`config.mk`:
```
export PLATFORM = sky130hd
export DESIGN_NAME = wb_port_arbiter
export DESIGN_NICKNAME = d
export VERILOG_FILES = /design/src/rtl/wb_port_arbiter.sv
export SDC_FILE = /design/constraint.sdc
export NUM_CORES = 1
export LEC_CHECK = 0
export CAP_MARGIN = 10
export CORE_ASPECT_RATIO = 0.9
export CORE_MARGIN = 2
export CORE_UTILIZATION = 35
export DETAILED_ROUTE_END_ITERATION = 12
export SETUP_SLACK_MARGIN = 0.1
export SLEW_MARGIN = 15
export SYNTH_ARGS = -nofsm -noshare
export SYNTH_HDL_FRONTEND = slang
export SYNTH_SLANG_ARGS = --single-unit
```
`constraint.sdc`:
```
create_clock -name clk -period 2.9 [get_ports clk]
set_clock_uncertainty 0.05 [all_clocks]
set_input_delay 0.725 -clock clk [delete_from_list [all_inputs] [get_ports clk]]
set_output_delay 0.725 -clock clk [all_outputs]
set_load 0.01 [all_outputs]
```
`src/rtl/wb_port_arbiter.sv`:
```
// Register-file write-port arbiter.
// Shares one write port between the in-order pipeline write-back and results
// from the long-latency multiply/divide unit (MDU), which are held in a small
// FIFO. One write is granted per cycle, and the port outputs are registered.
//
// Handshakes: a pipeline write is consumed in any cycle where
// pipe_valid_i & pipe_ready_o. An MDU result is consumed in any cycle where
// mdu_valid_i & mdu_ready_o. The producer holds its payload stable until it is
// consumed. pipe_ready_o is combinational, and mdu_ready_o depends only on
// registered state.
module wb_port_arbiter #(
  parameter int DWIDTH       = 32,
  parameter int RWIDTH       = 5,
  parameter int FIFO_DEPTH   = 2,
  parameter int STARVE_LIMIT = 4
) (
  input  logic                          clk,
  input  logic                          reset,
  input  logic                          pipe_valid_i,
  input  logic [RWIDTH-1:0]             pipe_rd_i,
  input  logic [DWIDTH-1:0]             pipe_data_i,
  output logic                          pipe_ready_o,
  input  logic                          mdu_valid_i,
  input  logic [RWIDTH-1:0]             mdu_rd_i,
  input  logic [DWIDTH-1:0]             mdu_data_i,
  output logic                          mdu_ready_o,
  output logic                          rf_we_o,
  output logic [RWIDTH-1:0]             rf_rd_o,
  output logic [DWIDTH-1:0]             rf_data_o,
  output logic [$clog2(FIFO_DEPTH):0]   q_count_o
);

  localparam int PW = $clog2(FIFO_DEPTH);
  localparam int CW = PW + 1;
  localparam int SW = $clog2(STARVE_LIMIT + 1);

  logic [RWIDTH-1:0] q_rd   [FIFO_DEPTH];
  logic [DWIDTH-1:0] q_data [FIFO_DEPTH];
  logic [PW-1:0]     rd_ptr;
  logic [PW-1:0]     wr_ptr;
  logic [CW-1:0]     count;
  logic [SW-1:0]     starve;

  logic q_nonempty;
  logic push;
  logic q_grant;
  logic waw_hit;
  logic pipe_rd_nz;
  logic starved;

  assign q_nonempty = (count != '0);
  assign pipe_rd_nz = (pipe_rd_i != '0);
  assign starved    = (starve == SW'(STARVE_LIMIT));
  assign mdu_ready_o = (count != CW'(FIFO_DEPTH));
  assign push       = mdu_valid_i & mdu_ready_o;
  assign q_count_o  = count;

  // WAW check: the pipeline rd matches any occupied queue slot.
  always_comb begin
    waw_hit = 1'b0;
    for (int i = 0; i < FIFO_DEPTH; i++) begin
      if (({1'b0, PW'(i) - rd_ptr} < count) && (q_rd[i] == pipe_rd_i) && pipe_rd_nz)
        waw_hit = 1'b1;
    end
  end

  // The queue head takes the port when the pipe does not need it, is starving, or must retire first.
  always_comb begin
    q_grant = q_nonempty & (~pipe_valid_i | ~pipe_rd_nz | starved | waw_hit);
    pipe_ready_o = ~q_grant | ~pipe_rd_nz;
  end

  // Queue storage writes. Data is left unreset because occupancy is tracked by count.
  always_ff @(posedge clk) begin
    if (push) begin
      q_rd[wr_ptr]   <= mdu_rd_i;
      q_data[wr_ptr] <= mdu_data_i;
    end
  end

  // Queue pointers and occupancy. A push lands behind the head, so it never bypasses.
  always_ff @(posedge clk or negedge reset) begin
    if (!reset) begin
      rd_ptr <= '0;
      wr_ptr <= '0;
      count  <= '0;
    end else begin
      if (push)    wr_ptr <= wr_ptr + 1'b1;
      if (q_grant) rd_ptr <= rd_ptr + 1'b1;
      if (push && !q_grant)      count <= count + CW'(1);
      else if (!push && q_grant) count <= count - CW'(1);
    end
  end

  // Starvation counter: counts cycles where a waiting queue loses the port.
  always_ff @(posedge clk or negedge reset) begin
    if (!reset) begin
      starve <= '0;
    end else if (!q_nonempty || q_grant) begin
      starve <= '0;
    end else if (!starved) begin
      starve <= starve + SW'(1);
    end
  end

  // Registered port write. rd=0 targets never assert the write enable.
  always_ff @(posedge clk or negedge reset) begin
    if (!reset) begin
      rf_we_o   <= 1'b0;
      rf_rd_o   <= '0;
      rf_data_o <= '0;
    end else if (q_grant) begin
      rf_we_o   <= (q_rd[rd_ptr] != '0);
      rf_rd_o   <= q_rd[rd_ptr];
      rf_data_o <= q_data[rd_ptr];
    end else if (pipe_valid_i && pipe_ready_o && pipe_rd_nz) begin
      rf_we_o   <= 1'b1;
      rf_rd_o   <= pipe_rd_i;
      rf_data_o <= pipe_data_i;
    end else begin
      rf_we_o   <= 1'b0;
    end
  end

endmodule
```
==> run_results.csv <==
group,metric,value,unit
logic_synthesis,synth_compound_area_share,14.39,%
setup_path,cp.arrival,1980,ps
grt,grt_overflow,0,
cts,cts_tree,"done",
layout,drive_above_1_share,14.21,%
floorplanning,io_pins,120,
logic_synthesis,yosysWarningCount,0,
cts,htree_levels,4,
placed_design,dp_slack,-560.9,ps
status,status,"completed",
logic_synthesis,yosys-top-cells-count,"74 x edfxtp_1, 68 x nand2_1, 45 x dfrtp_1",
logic_synthesis,ys_seq_area_share,61.62,%
logic_synthesis,avgSynthCellArea,12.64,µm²
grt,grt_pass1_vias,4169,
placed_design,place.gp.congestion,0.7880,
detailed_routing,dr_total_vias,3959,
layout,layout.nets,645,
cts,root_buffer,"clkbuf_16",
setup_path,end_kind,"output pin",
placed_design,hpwl,8968,µm
setup_path,reg2reg_slack,240,ps
placed_design,io_buffers,119,
grt,grt_pass1_wl,21560,µm
sta,period_needed,2754,ps
floorplanning,num_rows,43,
logic_synthesis,async_flop_share,37.82,%
layout,num_antenna_cells,0,
cts,cts_inserted_buffers,17,
logic_synthesis,yosys.area.top_type,"edfxtp_1",
detailed_routing,dr.pass1.iters,4,
logic_synthesis,synth_edf_count,74,
detailed_routing,wl_per_cell,17.56,µm
layout,n_fill_cell,1338,
detailed_routing,wl,13680,µm
sta,finalSetupViolations,0,
cts,clkSinkCount,119,
pwr,ir_drop,0.0005281,V
setup_path,path_max_fanout,3,
sta,max_freq,363.1,MHz
sta,worst_pin_slew,715.0,ps
setup_path,r2r_cells,8,
pwr,p_leak,2.996,nW
floorplanning,die_h,122.2,µm
logic_synthesis,synthCells,430,
grt,antenna_found_initial,0,
logic_synthesis,yosys.area_share.adder,0.6908,%
logic_synthesis,synth_mux_area_share,7.000,%
logic_synthesis,synth-xor-area-share,2.418,%
logic_synthesis,synth_cell_types,44,
logic_synthesis,synth-seq-cells,119,
hold_path,holdCritPathClass,"primary input to asynchronous set/reset pin",
logic_synthesis,yosysMostFrequentCell,"edfxtp_1",
sta,drv_slew,0,
detailed_routing,drt_first_iter_violations,227,
setup_path,crit_type,"flop to output pin",
sta,slew_headroom,52.33,%
sta,hold_violations,0,
cts,ctsHoldBuffers,0,
floorplanning,die_area,16540,µm²
logic_synthesis,syn_area,5434,µm²
sta,period_share,94.98,%
logic_synthesis,syn-num-nets,511,
layout,fin_util,49.62,%
cts,clkTransAtPathRegs,50,ps
logic_synthesis,yosys.area_share.simple,10.04,%
pwr,power,7.280,mW
pwr,powerDensity,960.2,nW/µm²
logic_synthesis,synth_top_family_by_area,"compound AO/OA/AOI/OAI gates",
setup_path,r2r-start,"q_rd[1][0]$_DFFE_PP_",
grt,grtUsageTotal,17.40,%
grt,grt_max_degree,43,
cts,cts_buffer_depth,2,
setup_path,cp-start-kind,"flop",
logic_synthesis,synthFlopType,"edfxtp_1",
cts,clock_latency,410,ps
sta,setup_slack,145.6,ps
setup_path,crit_required,2120,ps
floorplanning,die_w,135.3,µm
detailed_routing,ant_nets,0,
detailed_routing,vias_per_cell,5.082,
layout,synthToLayoutAreaGrowth,39.53,%
floorplanning,core_area,15280,µm²
floorplanning,start_util,35.56,%
logic_synthesis,yosysTopAreaCellShare,40.89,%
sta,rsz0062_at_grt,"true",
logic_synthesis,synth_area_leaders,"edfxtp_1 41%, dfrtp_1 21%, mux2i_1 7.0%, o211a_1 5.7%, nand2_1 4.7%",
detailed_routing,drcViolationCount,0,
setup_path,reg2reg_to,"q_count_o[1]$_DFFE_PN0P_",
flow_run,cap_violations,0,
worst max-delay path, stage by stage, from the launching register on:
cell      delay, ps
edfxtp_1        430
xor2_1          170
or4_4           540
o221ai_4        230
o21ai_2          70
buf_2           140
where the power goes:
| group | switching (mW) | total [mW] | internal, mW |
|---|---|---|---|
| combinational | 1.36 | 2.73 | 1.37 |
| sequential | 0.253 | 2.66 | 2.40 |
| clock | 0.696 | 1.89 | 1.20 |
| total | 2.31 | 7.28 | 4.97 |
cells by family (layout without fill, tap and decap cells):
logic type,after synthesis,in the layout
and+or+nand+nor,122,122
DFF,119,119
AOI/OAI and AO/OA,92,92
buffers and inverters,41,188
muxes,38,38
xor gates and xnor gates,15,15
adders and majority gates,3,3
per-stage QoR:
step / cells / instance area, µm² / setup TNS [ps] / hold slack [ps]
after CTS: 778 / 7586 / 0 / 274.5
after global placement: 745 / 7034 / -15370 / 406.5
after global routing: 779 / 7582 / 0 / 289.2
after detailed placement: 745 / 7034 / -16720 / 421.0
final: 779 / 7582 / 0 / 264.3
after floorplan: 430 / 5443 / 0 / 379.4
area by class of cell:
cell class	instances	area, µm²	area share, %
flip-flops and latches	119	3349	44.17
multi-input cells	270	1917	25.28
repair buffers	152	1499	19.77
clock buffers	25	505.5	6.667
well taps	202	252.7	3.333
clock inverters	7	43.79	0.5776
inverters	4	15.01	0.1980
state kept, by name, indices dropped and copies added (netlist names):
signal     count
q_data        64
q_count_o      2
rf_data_o     32
wr_ptr         1
q_rd          10
rf_we_o        1
rd_ptr         1
starve         3
rf_rd_o        5
worst max-delay path by stage:
| stage | start | end | depth (start not counted) |
|---|---|---|---|
| floorplan | pipe_rd_i[0] | pipe_ready_o | 7 |
| global placement | pipe_rd_i[4] | pipe_ready_o | 6 |
| detailed placement | pipe_rd_i[4] | pipe_ready_o | 6 |
| CTS | pipe_rd_i[0] | pipe_ready_o | 6 |
| global route | q_rd[1][0]$_DFFE_PP_ | pipe_ready_o | 5 |
| finish | q_rd[1][0]$_DFFE_PP_ | pipe_ready_o | 5 |
cell usage in the layout, fill, tap and decap left out, drive strengths merged, types with 2 or more instances in the layout:
cell             n
buf             37
a22oi            2
nor4             3
xnor2           10
o211ai          31
o21ai            5
clkbuf          26
dfrtp           45
clkinvlp         2
nor3             4
o31ai            2
nand2           68
nand3           31
o211a           31
a21o             3
mux2i           38
nor2             5
dlygate4sd2      2
edfxtp          74
ha               3
clkdlybuf4s50  112
inv              4
nor2b            3
clkinv           5
a211oi           4
or2              2
or4              2
xor2             5
a21oi            7
metal layers:
| layer | vias to the layer above | wire [µm] | share of wire, % | track usage [%] |
|---|---|---|---|---|
| met1 | 1945 | 6022 | 44 | 21.33 |
| met2 | 115 | 6598 | 48 | 29.19 |
| li1 | 1889 | - | - | - |
| met3 | 10 | 929 | 6.8 | 5.784 |
| met5 | - | 0 | 0 | 0 |
| met4 | 0 | 127 | 0.93 | 5.534 |
repair_timing:
| action | in CTS | in global routing |
|---|---|---|
| gates resized for setup | 16 | 2 |
| setup endpoints to repair | 39 | 2 |
| pin swaps | 3 | 3 |
| buffers inserted | 1 | 1 |
| cloned | 0 | 0 |
(Power assumes the default switching activity.)
